===== src/rtl/pipeline_ctrl.sv =====
// Hazard and redirect controller for the five-stage core: per-register stall/flush plus fetch redirect handshake.
// Optional performance counters are compiled in with `define PIPE_CTRL_PERF_EN.
module pipeline_ctrl #(
  parameter int unsigned ADDR_W = 32,
  parameter int unsigned REG_AW = 5,
  parameter int unsigned PERF_W = 32
) (
  input  logic              clk,
  input  logic              rst,
  input  logic              id_rs1_en,
  input  logic              id_rs2_en,
  input  logic [REG_AW-1:0] id_rs1_addr,
  input  logic [REG_AW-1:0] id_rs2_addr,
  input  logic              ex_is_load,
  input  logic              ex_rw_en,
  input  logic [REG_AW-1:0] ex_rw_addr,
  input  logic              ex_busy,
  input  logic              mem_wait,
  input  logic              ex_br_taken,
  input  logic [ADDR_W-1:0] ex_br_target,
  input  logic              wb_except_valid,
  input  logic [ADDR_W-1:0] wb_except_target,
  output logic [4:0]        stall,
  output logic [4:0]        flush,
  output logic              redirect_valid,
  output logic [ADDR_W-1:0] redirect_pc,
  input  logic              redirect_ready
`ifdef PIPE_CTRL_PERF_EN
  ,
  output logic [PERF_W-1:0] perf_loaduse_cnt,
  output logic [PERF_W-1:0] perf_busy_cnt,
  output logic [PERF_W-1:0] perf_memwait_cnt,
  output logic [PERF_W-1:0] perf_redirect_cnt
`endif
);

  typedef enum logic [1:0] {
    RUN       = 2'd0,
    EXC_REDIR = 2'd1,
    BR_REDIR  = 2'd2
  } state_e;

  localparam logic [4:0] FL_EXC     = 5'b11110;
  localparam logic [4:0] ST_MEMWAIT = 5'b01111;
  localparam logic [4:0] FL_MEMWAIT = 5'b10000;
  localparam logic [4:0] ST_BUSY    = 5'b00111;
  localparam logic [4:0] FL_BUSY    = 5'b01000;
  localparam logic [4:0] FL_BR      = 5'b00110;
  localparam logic [4:0] ST_BR_HOLD = 5'b11000;
  localparam logic [4:0] ST_LOADUSE = 5'b00011;
  localparam logic [4:0] FL_LOADUSE = 5'b00100;

  if (ADDR_W < 1 || REG_AW < 1 || PERF_W < 1) begin : g_param_check
    $error("pipeline_ctrl: ADDR_W, REG_AW and PERF_W must all be at least 1");
  end

  state_e            state_q, state_d;
  logic [ADDR_W-1:0] pc_q, pc_d;
  logic              load_use;

  // A load into x0 never creates a dependency, so it must not cost a bubble.
  assign load_use = ex_is_load && ex_rw_en && (ex_rw_addr != '0) &&
                    ((id_rs1_en && (id_rs1_addr == ex_rw_addr)) ||
                     (id_rs2_en && (id_rs2_addr == ex_rw_addr)));

  always_comb begin
    // NOTE: every output of this block gets a default first so no path leaves it holding a value (no latch).
    state_d        = state_q;
    pc_d           = pc_q;
    stall          = '0;
    flush          = '0;
    redirect_valid = 1'b0;
    redirect_pc    = '0;

    unique case (state_q)
      RUN: begin
        if (wb_except_valid) begin
          flush   = FL_EXC;
          pc_d    = wb_except_target;
          state_d = EXC_REDIR;
        end else if (mem_wait) begin
          stall = ST_MEMWAIT;
          flush = FL_MEMWAIT;
        end else if (ex_busy) begin
          stall = ST_BUSY;
          flush = FL_BUSY;
        end else if (ex_br_taken) begin
          flush          = FL_BR;
          redirect_valid = 1'b1;
          redirect_pc    = ex_br_target;
          if (!redirect_ready) begin
            pc_d    = ex_br_target;
            state_d = BR_REDIR;
          end
        end else if (load_use) begin
          stall = ST_LOADUSE;
          flush = FL_LOADUSE;
        end
      end

      EXC_REDIR: begin
        flush          = FL_EXC;
        redirect_valid = 1'b1;
        redirect_pc    = pc_q;
        if (redirect_ready) begin
          state_d = RUN;
        end
      end

      BR_REDIR: begin
        // An exception reaching WB outranks the pending branch and replaces its target.
        if (wb_except_valid) begin
          flush   = FL_EXC;
          pc_d    = wb_except_target;
          state_d = EXC_REDIR;
        end else begin
          flush          = FL_BR;
          stall          = ST_BR_HOLD;
          redirect_valid = 1'b1;
          redirect_pc    = pc_q;
          if (redirect_ready) begin
            state_d = RUN;
          end
        end
      end

      default: begin
        state_d = RUN;
      end
    endcase

    // Reset silences every control at once, before the state register has cleared.
    if (rst) begin
      stall          = '0;
      flush          = '0;
      redirect_valid = 1'b0;
      redirect_pc    = '0;
    end
  end

  always_ff @(posedge clk) begin
    // NOTE: sequential state is assigned with <= so every flop samples pre-edge values.
    if (rst) begin
      state_q <= RUN;
      pc_q    <= '0;
    end else begin
      state_q <= state_d;
      pc_q    <= pc_d;
    end
  end

`ifdef PIPE_CTRL_PERF_EN
  logic [PERF_W-1:0] loaduse_cnt_q, loaduse_cnt_d;
  logic [PERF_W-1:0] busy_cnt_q, busy_cnt_d;
  logic [PERF_W-1:0] memwait_cnt_q, memwait_cnt_d;
  logic [PERF_W-1:0] redirect_cnt_q, redirect_cnt_d;
  logic              loaduse_fire, busy_fire, memwait_fire, redirect_fire;

  // Each stall pattern is produced by exactly one rule, so the pattern identifies the rule.
  assign loaduse_fire  = (stall == ST_LOADUSE);
  assign busy_fire     = (stall == ST_BUSY);
  assign memwait_fire  = (stall == ST_MEMWAIT);
  assign redirect_fire = redirect_valid && redirect_ready;

  always_comb begin
    loaduse_cnt_d  = loaduse_cnt_q  + PERF_W'(loaduse_fire);
    busy_cnt_d     = busy_cnt_q     + PERF_W'(busy_fire);
    memwait_cnt_d  = memwait_cnt_q  + PERF_W'(memwait_fire);
    redirect_cnt_d = redirect_cnt_q + PERF_W'(redirect_fire);
  end

  always_ff @(posedge clk) begin
    if (rst) begin
      loaduse_cnt_q  <= '0;
      busy_cnt_q     <= '0;
      memwait_cnt_q  <= '0;
      redirect_cnt_q <= '0;
    end else begin
      loaduse_cnt_q  <= loaduse_cnt_d;
      busy_cnt_q     <= busy_cnt_d;
      memwait_cnt_q  <= memwait_cnt_d;
      redirect_cnt_q <= redirect_cnt_d;
    end
  end

  assign perf_loaduse_cnt  = loaduse_cnt_q;
  assign perf_busy_cnt     = busy_cnt_q;
  assign perf_memwait_cnt  = memwait_cnt_q;
  assign perf_redirect_cnt = redirect_cnt_q;
`endif

endmodule


===== config.mk =====
export PLATFORM = sky130hd
export DESIGN_NAME = pipeline_ctrl
export DESIGN_NICKNAME = d
export VERILOG_FILES = /design/src/rtl/pipeline_ctrl.sv
export SDC_FILE = /design/constraint.sdc
export NUM_CORES = 1
export LEC_CHECK = 0
export BUFFER_PORTS_ARGS = -buffer_cell sky130_fd_sc_hd__buf_4
export CORE_MARGIN = 3
export CORE_UTILIZATION = 42
export DETAILED_ROUTE_END_ITERATION = 7
export GPL_TIMING_DRIVEN = 0
export PLACE_DENSITY_LB_ADDON = 0.2
export SLEW_MARGIN = 15
export SYNTH_ARGS = -nofsm -noshare
export SYNTH_HDL_FRONTEND = slang
export SYNTH_SLANG_ARGS = --single-unit

===== constraint.sdc =====
create_clock -name clk -period 2.1 [get_ports clk]
set_clock_uncertainty 0.2 [all_clocks]
set_input_delay 0.105 -clock clk [delete_from_list [all_inputs] [get_ports clk]]
set_output_delay 0.105 -clock clk [all_outputs]
set_load 0.005 [all_outputs]

# Word-level counts from Yosys, hierarchy flattened

Cells that the tools add are included.

Register bits: 34
Input port bits: 90
Output and inout port bits: 43
Logic and storage cells: 67

Eq/ne operators: 9
Mux-type cells: 45
Reduce and logical (&&, ||, !) cells: 11

Operators with widths:

| operator           | number |
|---|---|
| $mux 32            | 12 |
| $pmux 32 s3        | 1 |
| $pmux 32 s2        | 1 |
| $mux 5             | 6 |
| $mux 2             | 9 |
| $pmux 5 s3         | 1 |
| $mux 4             | 3 |
| $ne 3x3->1 const B | 4 |
| $eq 5x5->1         | 2 |
| $pmux 5 s2         | 1 |
| $mux 3             | 3 |
| $mux 1             | 6 |
| $pmux 2 s3         | 1 |
| $reduce_and 6->1   | 1 |
| $logic_and 1x1->1  | 5 |
| $reduce_bool 5->1  | 1 |
| $reduce_and 4->1   | 1 |
| $pmux 1 s3         | 1 |
| $eq 2x1->1 const B | 1 |
| $eq 2x2->1 const B | 1 |
| $logic_not 2->1    | 1 |
| $ne 2x2->1 const B | 1 |
| $reduce_bool 2->1  | 1 |
| $logic_or 1x1->1   | 1 |

# Depth between registers and ports, before layout

Depth after elaboration: 11
Gate-level depth with buffers: 9
Depth with buffers taken out: 6

# Worst setup path before layout

Ideal clock, no wire load.

Path type: reg2reg
Start point: reg state_q[0]
End point: reg pc_q[10]
Setup time: 0.089 ns
Data arrival time: 1.656 ns
Data required time: 1.811 ns
Slack: 0.155 ns
Stages on the path, launching flop included: 9
Buffers on the path: 3
Period minus slack after synthesis: 1.945 ns
Cells stage by stage: dfxtp_1 inv_1 ha_1 buf_2 or2_1 o211a_1 buf_6 buf_4 a311oi_2

Longest elaborated chain between the ends: 3
Elaborated cells between the ends (all ways): 10
Those cells by class: eq/ne: 6; mux: 1; reduce/logical: 3

Ends and longest elaborated chain:

| item                                                      | RTL line | RTL |
|---|---|---|
| start, declared                                           | 57       | `state_e state_q, state_d;` |
| start signal, assigned                                    | 147      | `state_q <= state_d;` |
| $eq 2x2->1 / $logic_not 2->1 (equally long branches)      | 75       | `unique case (state_q)` |
| $ne 2x2->1 (no source line), or another cell as far along | -        |  |
| $reduce_and 6->1 (no source line)                         | -        |  |
| end signal, assigned                                      | 148      | `pc_q <= pc_d;` |
| end, declared                                             | 58       | `logic [ADDR_W-1:0] pc_q, pc_d;` |

Parallel ways exist; a longest one is shown, timed or not.
A chain may end at the register's enable or synchronous reset.

# Worst setup path after layout

Start point: reg state_q[0]
End point: out redirect_pc[28]

Longest elaborated chain between the ends: 3
Elaborated cells between the ends (all ways): 5
Those cells by class: eq/ne: 2; mux: 2; reduce/logical: 1

Ends and longest elaborated chain:

| item                                     | RTL line | RTL |
|---|---|---|
| $eq 2x2->1, or another cell as far along | 75       |  |
| $pmux 32 s3 *                            | 75       |  |
| $mux 32 *                                | 133      | `if (rst) begin` |
| end, declared                            | 26       | `output logic [ADDR_W-1:0] redirect_pc,` |

Mark *: on every way between the ends. The rest lies on a longest branch, timed or not.

==> results.md <==
* Antenna Violating Nets Remaining at 0
* Post-Syn Instances at 328
* Ys Warns at 0
* Final period util at 100.3%
* Met2 routed WL at ~5600 um
* Dpl hpwl at 6474 um
* Peak VDD IR at 0.2973 mV
* Main synth FF type: dfxtp_1
* Final core utilization at 82.81%
* CP Capture Type: primary output
* Register area share after synthesis at 25.82%
* Max cap viols at 0
* Pwr Density at 458.7 nW/um^2
* WS Path Type: reg2out
* HP Class: in2reg
* Share of the synthesized area in the top cell type at 25.82%
* Die footprint at 7263 sq um
* Vias in the first global route at ~3500
* CP Buf/Inv Count at 4
* GRT Util Overall at between 20% and 30%
* Async S/R FF share, synth at 0%
* Number of flops mapped to enable cells by yosys at 0
* Final Critical Period at 2.107 ns
* Wire per inst at 17.60 um
* Average via count per standard cell at 5.556
* Synth area leader: dfxtp_1
* Register area at a little under 700 sq um
* Number of hold violations in the final report at 0
* CTS Buf Count at 5
* Crit-path slowest cell: dfxtp_4
* Worst reg2reg setup slack at 0.07 ns
* Multi-input gate area at 1919 sq um
* Largest net degree at the start of global routing at 11
* Top cells by area, synth: dfxtp_1 26%, a311oi_2 17%, a22oi_1 9.1%
* Share of cells above drive strength 1 at between 50% and 60%
* Clk_lat worst skew at 0.29 ns
* Worst-path cell chain: inv_4 > ha_4 > buf_6 > nand2b_4 > nand2_8 > clkbuf_16 > a22oi_2 > nor2_1 > buf_4
* Leakage at 2.051 nW
* Top-count cell post-synth: nor2_1
* Root buf cell: clkbuf_8
* Clock slew at reported path FFs at 0.07 ns
* Routed wl met3 at 610 um
* Fill count at 365
* Mean Syn Cell Area at around 8 sq um
* ANT cells at 0
* Clock Sinks at 34
* Rows at 28
* Slew at the pin with the worst max-slew slack at 0.7518 ns
* Fmax at 474.6 MHz
* GPL Wtd Cong at 0.8133
* First-pass GRT wire length at 16270 um
* Total grt overflow at 0
* Yosys cell types at 40
* Post-route cell area at 4961 sq um
* Die Width at around 85 um
* Die height at 85.23 um
* Fin cells at 615
* H-tree depth at 2
* Max_slew headroom at 49.88%
* Top routing layer in use: met4
* Router iterations before antenna repair at 5
* Final setup vio count at 2
* Status: finished with violations
* Number of port buffers at 131
* DP Cell Count at 534
* CTS tree: built
* #FFs+latches synth at 34
* Initial antenna violation count at 0
* Slew Viols, Final at 0
* Worst Path Required at between 1.5 and 2 ns
* Failing checks: setup timing
* Top Family by Delay on Critical Path: buffers and inverters
* WP data arrival at 1.80 ns
* Routed Wire Length at 10820 um
* Post-synth top cells: 46 x nor2_1, 36 x nand2_1, 34 x dfxtp_1, 33 x o21ai_0, 32 x a22oi_1
* CTS max path bufs at 2
* Initial detailed-routing violation count at roughly 150
* DR vias at 3417
* Net count reported at finish at 634
* Unrepaired setup endpoints after global routing: true
* Final Worst Setup Slack at -0.006942 ns
* Critical path's largest stage delay at 0.39 ns
* DRC at 0
* Worst-path fanout max at 8
* Netlist Area Pre-Place at approximately 2600 sq um
* I/O pin count at 133
* Initial core utilization at 44.01%
* Area growth, synth to finish at 88.18%
* Core area at around 6000 sq um
* Critical Path Source Type: register
* Dpl cell area at around 3700 sq um
* Post-Route M1 WL at 4375 um
* Mapped Nets at approximately 420
## cell usage in the layout, fill, tap and decap left out, types with 2 or more instances in the layout
cell | synthesis | routed
a22oi_2 | 0 | 23
buf_6 | 2 | 5
xnor2_1 | 2 | 2
clkbuf_2 | 0 | 5
a21o_1 | 2 | 2
nor2_1 | 46 | 45
a311oi_2 | 30 | 31
clkbuf_1 | 20 | 10
buf_12 | 3 | 6
a21oi_1 | 5 | 5
clkbuf_16 | 0 | 5
nor2_2 | 28 | 29
xor2_1 | 8 | 8
o211ai_1 | 2 | 2
buf_4 | 4 | 139
nand2_1 | 36 | 35
dlygate4sd3_1 | 0 | 65
clkbuf_8 | 0 | 6
buf_8 | 0 | 4
o21ai_0 | 33 | 33
inv_4 | 0 | 2
o21ai_1 | 2 | 2
nand2b_4 | 0 | 2
ha_4 | 0 | 2
nor4_1 | 2 | 2
dfxtp_4 | 0 | 2
dfxtp_1 | 34 | 32
inv_1 | 5 | 2
a22oi_1 | 32 | 9
## final cells by class
| cell class | instances | area share [%] |
|---|---|---|
| Timing Repair Buffer | 207 | 36.37 |
| Sequential cell | 34 | 13.87 |
| Clock buffer | 6 | 1.665 |
| Clock inverter | 1 | 0.6053 |
| Inverter | 5 | 0.4792 |
| Tap cell | 75 | 1.892 |
| Buffer | 33 | 6.431 |
| Multi-Input combinational cell | 254 | 38.69 |
## cell families after synthesis
logic type	Yosys count	share of synthesized area, %
xor gates and xnor gates	10	3.322
adders and majority gates	4	1.899
DFF	34	25.82
and+or+nand+nor	125	22.35
AOI/OAI and AO/OA	114	37.49
buffers and inverters	40	8.970
other	1	0.1422
## flip-flops by register name (all words and copies together), names as in the netlist
| signal | flops |
|---|---|
| pc_q | 32 |
| state_q | 2 |
## power by group
| part | total (mW) | switching, mW | internal (mW) |
|---|---|---|---|
| Combinational | 0.878 | 0.398 | 0.480 |
| Sequential | 0.763 | 0.0536 | 0.709 |
| Clock | 0.635 | 0.255 | 0.380 |
| Total | 2.28 | 0.706 | 1.57 |
## layer usage
layer | GRT usage, % | vias up
li1 | - | 1609
met1 | 33.39 | 1632
met2 | 48.80 | 153
met3 | 4.272 | 23
met4 | 6.331 | 0
met5 | 0 | -
## repair_timing
| action | CTS | global route |
|---|---|---|
| pin swaps | 3 | 17 |
| gates cloned | 0 | 6 |
| setup endpoints to repair | 65 | 63 |
| resized for setup | 32 | 62 |
| endpoints found under the hold margin | 33 | 0 |
| hold buffers | 65 | 0 |
| setup buffers | 1 | 4 |
## worst register-to-register path: cells and delay by family, from the launching register on
family,cells,cell delay (ns)
AOI/OAI and AO/OA,2,0.39
and+or+nand+nor,1,0.26
DFF,1,0.39
adders and majority gates,1,0.16
buffers and inverters,4,0.55
## per-stage QoR
| stage | power (mW) | hold slack [ns] | setup slack [ns] | setup TNS, ns |
|---|---|---|---|---|
| 6_report | 2.276 | 0.1207 | -0.006942 | -0.01332 |
| 5_1_grt | 2.373 | 0.1318 | -0.06411 | -0.8069 |
| 4_1_cts | 2.175 | 0.07354 | -0.07356 | -1.512 |
| 3_5_place_dp | 1.430 | 0.2100 | -0.1987 | -7.283 |
| 3_3_place_gp | 1.413 | 0.1974 | -0.1788 | -5.341 |
| 2_1_floorplan | 1.153 | 0.06395 | 0.1553 | 0 |
## path summary, 6_finish.rpt
| path | end | from | cells past startpoint |
|---|---|---|---|
| max | redirect_pc[28] | state_q[0] | 9 |
| min | state_q[0] | wb_except_valid | 5 |
| max reg2reg | pc_q[25] | state_q[1] | 8 |
| min reg2reg | state_q[0] | state_q[0] | 2 |
Power figures use the tool's default switching activity.
